<file path="src/rtl/dsp_check_pkg.sv">
// Shared definitions for the DSP logic-op checker: op encodings, LFSR taps,
// FSM states and the golden reference function.
package dsp_check_pkg;

    localparam logic [1:0]  OP_AND    = 2'd0;
    localparam logic [1:0]  OP_OR     = 2'd1;
    localparam logic [1:0]  OP_XOR    = 2'd2;
    localparam logic [1:0]  OP_NAND   = 2'd3;
    localparam logic [31:0] LFSR_TAPS = 32'h80200003;

    typedef enum logic [1:0] {
        RUN   = 2'd0,
        DRAIN = 2'd1,
        DONE  = 2'd2
    } state_t;

    function automatic logic [31:0] golden_op(input logic [1:0] op,
                                              input logic [31:0] a,
                                              input logic [31:0] b);
        logic [31:0] r;
        case (op)
            OP_AND:  r = a & b;
            OP_OR:   r = a | b;
            OP_XOR:  r = a ^ b;
            OP_NAND: r = ~(a & b);
            default: r = 32'd0;
        endcase
        return r;
    endfunction

endpackage

</file>
<file path="src/rtl/lfsr_galois32.sv">
// 32-bit right-shifting Galois LFSR; q exposes the low WIDTH bits of the state.
module lfsr_galois32
    import dsp_check_pkg::*;
#(
    parameter int WIDTH = 8
) (
    input  logic             clock,
    input  logic             reset,
    input  logic             en,
    input  logic [31:0]      seed,
    output logic [WIDTH-1:0] q
);

    logic [31:0] state;

    // Reset reloads the seed so every run replays the same sequence.
    always_ff @(posedge clock) begin
        if (reset) begin
            state <= seed;
        end else if (en) begin
            state <= state[0] ? ((state >> 1) ^ LFSR_TAPS) : (state >> 1);
        end else begin
            state <= state;
        end
    end

    assign q = state[WIDTH-1:0];

endmodule

</file>
<file path="config.mk">
export PLATFORM = sky130hd
export DESIGN_NAME = lfsr_galois32
export DESIGN_NICKNAME = d
export VERILOG_FILES = /design/src/rtl/dsp_check_pkg.sv /design/src/rtl/lfsr_galois32.sv
export SDC_FILE = /design/constraint.sdc
export NUM_CORES = 1
export LEC_CHECK = 0
export ABC_AREA = 1
export BUFFER_PORTS_ARGS = -buffer_cell sky130_fd_sc_hd__buf_2
export CAP_MARGIN = 20
export CORE_AREA = 2 2 65 67
export CTS_CLUSTER_DIAMETER = 100
export DETAILED_ROUTE_END_ITERATION = 12
export DIE_AREA = 0 0 67 69
export SLEW_MARGIN = 10
export SYNTH_ARGS = -nofsm -noshare
export SYNTH_HDL_FRONTEND = slang
export SYNTH_SLANG_ARGS = --single-unit
</file>
<file path="constraint.sdc">
create_clock -name clock -period 1.27 [get_ports clock]
set_clock_uncertainty 0.1 [all_clocks]
set_input_delay 0.0635 -clock clock [delete_from_list [all_inputs] [get_ports clock]]
set_output_delay 0.0635 -clock clock [all_outputs]
set_load 0.005 [all_outputs]
</file>
# Yosys cells after proc, flatten, opt, wreduce, memory -nomap -nowiden
# Cells that the tools add are included.
# totals
input_bits	35
regBits	32
elab_cells	6
# op_classes
mux	3
n_bitwise	1
reduce_logical	1
# ops
operator	count
$mux W32	3
$not A3 Y4	1
$reduce_bool A2 Y1	1

# Logic depth before layout (Yosys ltp)
# logic_depth
depth_word	4
depth_mapped	5
ltp_nobuf	4

# Least setup slack after synthesis
# Ideal clock, no wire load.
# synth_path
path_type	input to register
startpoint	input port reset
endpoint	register state[0] (enable)
t_arrival_ns	0.709
slack_ns	0.132
path_buffers	1
setup_ns	0.330
cell_stages	2
path_cell_list	buf_6 or2_2
# synth_between
elab_chain_len	1
# synth_lines
item	line_no	text
start, declared	lfsr_galois32.sv:8	input logic reset,
$reduce_bool A2 Y1 (no source line)	n/a	
end signal, assigned	lfsr_galois32.sv:21	state <= state[0] ? ((state >> 1) ^ LFSR_TAPS) : (state >> 1);
end signal, assigned	lfsr_galois32.sv:23	state <= state;
end, declared	lfsr_galois32.sv:14	logic [31:0] state;
# No other way between the ends.
# A chain may end at the register's enable or synchronous reset.

# Final worst setup path
# layout_path
startpoint	register state[0]
endpoint	register state[1] (data pin)
# layout_between
elab_chain_len	3
# layout_lines
item	line_no	text
$mux W32	lfsr_galois32.sv:21	
$mux W32	lfsr_galois32.sv:20	end else if (en) begin
$mux W32	lfsr_galois32.sv:18	if (reset) begin
# No other way between the ends. The select of a mux whose other input is x is not followed.

==> metrics <==
outcome=complete, no violations; clock network latency to the later pin of the worst-skew pair=280 ps; clk sinks=32; CTS tree=yes; first-pass GRT wire length=between 4 and 5 mm; DR vias=1158; fmax=923 MHz; Layout area overhead=38.6%; Final nets=around 260; CP max-delay cell=edfxtp_1; clock share of power=0.357; Max Transition Viols Final=0; Final GP Congestion=0.653; DR pass1 iterations=4; Max-Cap Viols=0; critical path arrival=1030 ps; Largest regs=state: 32 flops; Antenna Nets Post-Route=0; CP max FO=5; final-report hold violation count=0; io pins=43; library cells used by synthesis=12; H-tree Lvls=2; Top reg by flops=state; post-CTS resize count=0; initial antenna violation count=0; Comb power frac=0.131; hold-fix buffers at CTS=32; register area share after synthesis=0.625; Port-buffer cells=42; max incr delay on CP=440 ps; Synth area leaders=edfxtp_1 (63%), nand2_1 (23%), buf_4 (3.9%); area leader, netlist=edfxtp_1; pin count of the biggest net entering global routing=35; Die Height=69 µm; Largest register FFs=32; Setup violations, final=0; DRC Markers=0; Leakage Power=0.00103 µW; Synthesized Nets=between 150 and 200; Initial Utilization=0.393; Power Density=1230 mW/mm²; cells along the critical path=inv_1, nand2_1, nand3_2, nand2_2; Die W=67 µm; share of cells above drive strength 1=0.247; Synth top area share=0.625; First DRT Iteration DRCs=57; core footprint=approximately 0.0039 mm²; Post-Syn Area per Cell=roughly 10 µm²; DP Wirelength=1.84 mm; drt total wl=2.82 mm; Total GRT Usage=0.133; worst path bufs/invs=1; YS warnings=0; mapped cell area=approximately 0.0015 mm²; Worst Path Required=1210 ps; relative slew slack=0.885; internal power consumption=2050 µW; Min-Delay Path Class=in -> reg; Syn Inst Count=154; sw frac=0.215; Root Buffer=clkbuf_8; die area=0.00462 mm²; RSZ-0062 raised after global routing=no; via/cell ratio=4.24; switching power=563 µW; Post-Layout Inst Area=0.00213 mm²; grt ovf=0; postcts setup bufs=0; vias in the first global route=1096; # rows=23; Longest Clk Path Bufs=2; Crit Path Category=reg -> reg; final worst path period share=0.853; Worst VDD drop=~0.60 mV; commonest non-fill, non-tap cell in the layout=nand2_1; routed len/inst=10.3 µm; Yosys reg bits=32; Slew @ Worst Pin=173 ps; Critical Path Sink Type=flip-flop; most frequent cells in the layout=nand2_1 (96), buf_2 (42), dlygate4sd3_1 (32), edfxtp_1 (32), clkbuf_8 (5); Tmin final=1080 ps; post-route setup TNS=0 ps; Seq pwr share=0.512; type of origin of the critical path=flip-flop; Num CTS Buffers=5; CP delay by family, top=flip-flops; clk slew on worst S/H paths=around 70 ps; antenna cell count=0; Placement Cell Area=0.00170 mm²
through the flow:
| step | std cells | setup slack [ps] | total power, µW | hold WS [ps] | utilization |
|---|---|---|---|---|---|
| finish | 273 | 187 | 2620 | 205 | 0.544 |
| global placement | 233 | 224 | 1620 | 236 | 0.435 |
| floorplan | 154 | 132 | 1560 | 145 | - |
| detailed placement | 233 | 185 | 1640 | 242 | 0.435 |
| global route | 273 | 92.0 | 2750 | 231 | 0.544 |
| CTS | 273 | 179 | 2650 | 199 | 0.544 |
kinds of logic (layout without fill, tap and decap cells):
kind of cell | count (synthesis) | count (layout) | share of synthesized area
AO/OA/AOI/OAI | 1 | 1 | 0.00325
AND/OR/NAND/NOR | 101 | 101 | 0.259
buffers and inverters | 20 | 89 | 0.112
flip-flops | 32 | 32 | 0.625
worst register-to-register path: stages, from the launching register on:
cell      delay, ps
edfxtp_1        440
inv_1           140
nand2_1          70
nand3_2          60
nand2_2          40
power groups by stage:
stage | clock, µW | combinational (µW) | sequential (µW)
after detailed placement | 0 | 274 | 1360
after global routing | 1010 | 392 | 1350
after floorplan | 0 | 210 | 1350
final | 934 | 343 | 1340
after global placement | 0 | 268 | 1360
after CTS | 956 | 349 | 1340
routing by layer:
metal,GRT usage,wire length [µm]
met1,0.170,1340
met2,0.197,1320
met3,0.0587,153
met4,0.0476,10
met5,0,0
synth_stat cells:
| cell type | instances |
|---|---|
| o21ai_0 | 1 |
| buf_4 | 8 |
| nand3_1 | 1 |
| clkbuf_8 | 3 |
| or2_2 | 1 |
| nand2_1 | 96 |
| nand3_2 | 2 |
| inv_8 | 1 |
| edfxtp_1 | 32 |
| buf_6 | 4 |
| nand2_2 | 1 |
| inv_1 | 4 |
area by class of cell:
class                   count  area [µm²]
clock buffers               5        68.8
clock inverters             3        37.5
fillers                   382        1780
inverters                   5        26.3
multi-input cells         102         403
flip-flops and latches     32         961
well taps                  50        62.6
repair buffers             76         571
path summary, 6_finish.rpt:
path	slack, ps	cells after the start	start	end
worst max-delay path	190	4	state[0]	state[1]
worst max register to register	190	4	state[0]	state[1]
worst min register to register	420	2	state[20]	state[19]
worst min-delay path	200	4	reset	state[8]
Note: power is estimated with default switching activity, not from simulation.
